### src/rtl/wb_stage.sv
// Writeback stage: accepts retiring instructions, selects the result source and
// destination register, waits (bounded) for load data, and issues a one-cycle
// register-file write that doubles as the forwarding bundle back to decode.
module wb_stage #(
    parameter int unsigned DATA_W      = 16,
    parameter int unsigned MEM_TIMEOUT = 15
) (
    input  logic              clk,
    input  logic              rst,
    input  logic              InValid,
    output logic              InReady,
    input  logic [15:0]       InstructIn,
    input  logic [DATA_W-1:0] AluResult,
    input  logic [DATA_W-1:0] NextPCIn,
    input  logic              RegWrite,
    input  logic [1:0]        WrMuxSel,
    input  logic [1:0]        WbSrcSel,
    input  logic [DATA_W-1:0] MemRdData,
    input  logic              MemRdValid,
    output logic              WrEn,
    output logic [2:0]        WrAddr,
    output logic [DATA_W-1:0] DataOut,
    output logic              FwdValid,
    output logic [2:0]        FwdAddr,
    output logic [DATA_W-1:0] FwdData,
    output logic              Stall,
    output logic              MemErr
);

    localparam int unsigned CntW = $clog2(MEM_TIMEOUT + 1);
    localparam logic [CntW-1:0] CntLast = CntW'(MEM_TIMEOUT - 1);

    typedef enum logic [1:0] {StIdle, StWrite, StWaitMem} stateT;

    stateT stateQ, stateD;

    logic              wrEnQ, wrEnD;
    logic [2:0]        wrAddrQ, wrAddrD;
    logic [DATA_W-1:0] dataOutQ, dataOutD;
    logic [2:0]        pendAddrQ, pendAddrD;
    logic              pendRegWriteQ, pendRegWriteD;
    logic [CntW-1:0]   cntQ, cntD;
    logic              memErrQ, memErrD;

    logic              accept;
    logic              isLoad;
    logic [2:0]        destAddr;
    logic [DATA_W-1:0] srcData;

    assign accept = InValid && InReady;
    assign isLoad = (WbSrcSel == 2'b01);

    // Decode the destination register and non-load result source.
    always_comb begin
        destAddr = 3'd0;
        unique case (WrMuxSel)
            2'b00: destAddr = InstructIn[7:5];
            2'b01: destAddr = InstructIn[4:2];
            2'b10: destAddr = InstructIn[10:8];
            2'b11: destAddr = 3'd7;
            default: destAddr = 3'd0;
        endcase
        srcData = (WbSrcSel == 2'b10) ? NextPCIn : AluResult;
    end

    // State register.
    always_ff @(posedge clk or posedge rst) begin
        if (rst) begin
            stateQ <= StIdle;
        end else begin
            stateQ <= stateD;
        end
    end

    // Next-state logic; memory valid wins over timeout in the same cycle.
    always_comb begin
        stateD = stateQ;
        unique case (stateQ)
            StIdle, StWrite: begin
                if (accept) begin
                    stateD = isLoad ? StWaitMem : StWrite;
                end else begin
                    stateD = StIdle;
                end
            end
            StWaitMem: begin
                if (MemRdValid) begin
                    stateD = StWrite;
                end else if (cntQ == CntLast) begin
                    stateD = StIdle;
                end
            end
            default: stateD = StIdle;
        endcase
    end

    // Handshake and stall outputs depend on state only.
    always_comb begin
        InReady = (stateQ != StWaitMem);
        Stall   = (stateQ == StWaitMem);
    end

    // Next values of the registered write port, pending load target and timeout.
    always_comb begin
        wrEnD         = 1'b0;
        wrAddrD       = wrAddrQ;
        dataOutD      = dataOutQ;
        pendAddrD     = pendAddrQ;
        pendRegWriteD = pendRegWriteQ;
        cntD          = cntQ;
        memErrD       = memErrQ;
        if (stateQ != StWaitMem) begin
            if (accept) begin
                if (isLoad) begin
                    pendAddrD     = destAddr;
                    pendRegWriteD = RegWrite;
                    cntD          = '0;
                end else if (RegWrite) begin
                    // Address/data only move when a real write goes out.
                    wrEnD    = 1'b1;
                    wrAddrD  = destAddr;
                    dataOutD = srcData;
                end
            end
        end else begin
            if (MemRdValid) begin
                if (pendRegWriteQ) begin
                    wrEnD    = 1'b1;
                    wrAddrD  = pendAddrQ;
                    dataOutD = MemRdData;
                end
            end else if (cntQ == CntLast) begin
                memErrD = 1'b1;
            end else begin
                cntD = cntQ + CntW'(1);
            end
        end
    end

    // Datapath registers; reset discards any pending write or load.
    always_ff @(posedge clk or posedge rst) begin
        if (rst) begin
            wrEnQ         <= 1'b0;
            wrAddrQ       <= 3'd0;
            dataOutQ      <= '0;
            pendAddrQ     <= 3'd0;
            pendRegWriteQ <= 1'b0;
            cntQ          <= '0;
            memErrQ       <= 1'b0;
        end else begin
            wrEnQ         <= wrEnD;
            wrAddrQ       <= wrAddrD;
            dataOutQ      <= dataOutD;
            pendAddrQ     <= pendAddrD;
            pendRegWriteQ <= pendRegWriteD;
            cntQ          <= cntD;
            memErrQ       <= memErrD;
        end
    end

    assign WrEn     = wrEnQ;
    assign WrAddr   = wrAddrQ;
    assign DataOut  = dataOutQ;
    assign FwdValid = wrEnQ;
    assign FwdAddr  = wrAddrQ;
    assign FwdData  = dataOutQ;
    assign MemErr   = memErrQ;

endmodule

### config.mk
export PLATFORM = sky130hd
export DESIGN_NAME = wb_stage
export DESIGN_NICKNAME = d
export VERILOG_FILES = /design/src/rtl/wb_stage.sv
export SDC_FILE = /design/constraint.sdc
export NUM_CORES = 1
export LEC_CHECK = 0
export ABC_AREA = 1
export ABC_CLOCK_PERIOD_IN_PS = 2700
export CORE_ASPECT_RATIO = 1.4
export CORE_MARGIN = 8
export CORE_UTILIZATION = 43
export CTS_CLUSTER_DIAMETER = 200
export DETAILED_ROUTE_END_ITERATION = 8
export PLACE_DENSITY_LB_ADDON = 0.1
export SLEW_MARGIN = 20
export SYNTH_ARGS = -nofsm -noshare
export SYNTH_HDL_FRONTEND = slang
export SYNTH_SLANG_ARGS = --single-unit
### constraint.sdc
create_clock -name clk -period 2.7 [get_ports clk]
set_clock_uncertainty 0.15 [all_clocks]
set_input_delay 0.675 -clock clk [delete_from_list [all_inputs] [get_ports clk]]
set_output_delay 0.675 -clock clk [all_outputs]
set_load 0.1 [all_outputs]
==> impl_metrics.toml <==
[clock_network]
cts_tree = "yes"
clk_pin_slew_ns = 0.06
cts_buffers = 5
cts_hold_buf = 0
htreeDepth = 2
cts_resized = 0
ctsRootBufferMaster = "clkbuf_8"
clock_latency_ns = 0.28
cts.sinks = 31
cts_buffer_depth = 2
post_cts_buffers = 0

[sta]
setup_violations = 0
fin_crit_ns = 2.12
fin_crit_sh = 0.786
fin_tns_setup_ns = 0
max_freq_ghz = 0.471
hold_viol = 0
tightest_slew_ns = 0.413
relSlewSlack = 0.725
grt_setup_unrepaired = "no"
drv_slew = 0
setup_ws_ns = 0.578

[run_status]
status = "finished clean"

[detailed_routing]
dr.first_iter.drc_count = 138
dr.pass1.iters = 4
num_vias = 2208
wl_per_cell_um = 13.6
routed_wl_um = 6510
ant_nets = 0
post-route-drc-count = 0
vias_per_cell = 4.60

[global_routing]
grt_usage = 0.175
grt_pass1_vias = 2273
grt_max_degree = 32
grt_pass1_wl_um = 11000
grt_overflow_total = 0
antenna_found_initial = 0

[logic_synthesis]
synth_area_sq_um = 2190
synth_cell_type_count = 23
ys_warn_count = 0
yosysTopAreaCellShare = 0.354
syn_inst = 325
syn_avg_cell_area_sq_um = 6.74
synth_largest_area_cell = "dfrtp_1"
synthTopCellsByArea = "dfrtp_1 35%, nand2_1 24%, nand3_1 8.5%, buf_4 8.2%, inv_1 8.1%"
ys_seq_area_frac = 0.354
synth_nets = 400
synth-seq-cells = 31

[floorplan]
core_sq_um = 4880
top_level_ports = 116
die_w_um = 76.3
design.die.area_sq_um = 7660
fp.dieH_um = 100
initial_core_util = 0.449
fp-row-count = 30

[placement]
io_buffers = 108
pre_cts_slack_ns = 0.447
detailed_place_hpwl_um = 4970
place_congestion = 0.830

[finish]
nets = 490
n_antenna_cell = 0
drive_gt1_frac = 0.185
areaGrowthSynthToFinish_pct = 44.5

[critical_path]
endpoint_kind = "output port"
cp_slowest_cell = "dfrtp_1"
worstPathArrival_ns = 1.30
worst-path-max-fanout = 26
r2r_slack_ns = 1.01
crit_chain = "nand2_4 -> buf_12"
critPathLaunchType = "register"
reg2reg_from = "stateQ[1]"
worstSetupPathType = "register to output port"
cp_slowest_stage_delay_ns = 0.46
cp-startpoint = "stateQ[1]"
cp.required_ns = 1.88

[power_and_ir_drop]
vdd_drop_max_v = 0.000465
p_leak_nw = 1.75
power_density_nw_per_um2 = 862
p_total_w = 0.00273

[worst_hold_path]
hold_path.startpoint = "pendAddrQ[2]"
hp-class = "register to register"

[run]
cap_violations = 0
==> where the power goes <==
group | total, W | internal (W) | switching [W]
clock network | 0.000358 | 0.000181 | 0.000177
registers | 0.000649 | 0.000559 | 0.0000900
logic | 0.00172 | 0.000377 | 0.00134
total | 0.00273 | 0.00112 | 0.00161
==> final timing paths <==
check / end / cells past startpoint
setup / recovery: InReady / 2
hold / removal: pendAddrQ[2] / 2
setup reg to reg: cntQ[1] / 8
hold reg to reg: pendAddrQ[2] / 2
max in group asynchronous: DataOut[7] / 3
min in group asynchronous: FwdAddr[1] / 3
==> registers in the layout, summed over array words and instances (netlist names) <==
register,cells
FwdValid,1
stateQ,2
MemErr,1
cntQ,4
pendAddrQ,3
DataOut,16
pendRegWriteQ,1
FwdAddr,3
==> worst max-delay path: cells and delay by family, from the launching register on <==
family,cells,cell delay [ns]
DFF,1,0.46
buffers and inverters,1,0.22
and+or+nand+nor,1,0.33
==> layer usage <==
layer / wire length, um / GRT usage
met1: 2590 / 0.187
met2: 3440 / 0.319
met3: 334 / 0.0438
met4: 138 / 0.0773
met5: 0 / 0
==> cell families (layout without fill, tap and decap cells) <==
group / count (synthesis) / count (layout) / synth area share
buffers and inverters: 81 / 172 / 0.193
DFF: 31 / 31 / 0.354
and+or+nand+nor: 198 / 198 / 0.406
AOI/OAI and AO/OA: 13 / 13 / 0.0349
adders and majority gates: 2 / 2 / 0.0114
==> synth_stat cells <==
| cell type | n |
|---|---|
| buf_2 | 5 |
| ha_1 | 2 |
| nand3_2 | 10 |
| buf_4 | 24 |
| nor2_2 | 1 |
| or2_2 | 3 |
| nand2_1 | 138 |
| dfrtp_1 | 31 |
| nand4_1 | 1 |
| inv_1 | 47 |
| nor2_1 | 4 |
| nand3_1 | 37 |
| a21oi_1 | 3 |
| nand2_4 | 1 |
| o31ai_1 | 1 |
| nor2_4 | 2 |
| o21ai_1 | 1 |
| a21boi_2 | 1 |
| inv_2 | 2 |
| nand2_2 | 1 |
| buf_6 | 3 |
| o21bai_1 | 1 |
| o21ai_0 | 6 |
==> layout by cell type, fill, tap and decap left out <==
cell type,instances
nand4_1,1
or2_2,3
nand2_2,1
inv_1,47
clkdlybuf4s50_1,65
o31ai_1,1
ha_1,2
o21bai_1,1
a21oi_1,3
nand2_4,1
nor2_4,2
nor2_1,4
nand3_1,37
buf_4,48
dfrtp_1,31
clkinv_2,1
clkbuf_1,2
nand3_2,10
a21boi_2,1
inv_2,2
o21ai_0,6
clkbuf_8,5
nand2_1,138
nor2_2,1
o21ai_1,1
buf_12,2
==> through the flow <==
stage	std cells	util	instance area, sq um	hold WS [ns]
after floorplan	325	-	2190	0.292
after global placement	472	0.632	3080	0.305
after detailed placement	472	0.632	3080	0.309
after CTS	480	0.648	3160	0.327
after global routing	480	0.648	3160	0.365
final	480	0.648	3160	0.320
==> layout make-up <==
cell class | count | area, sq um
Multi-Input combinational cell | 213 | 991
Inverter | 49 | 184
Clock inverter | 1 | 5.00
Tap cell | 64 | 80.1
Fill cell | 494 | 1720
Timing Repair Buffer | 115 | 1050
Clock buffer | 7 | 76.3
Sequential cell | 31 | 776
No activity file was read; power rests on OpenSTA's default activity.
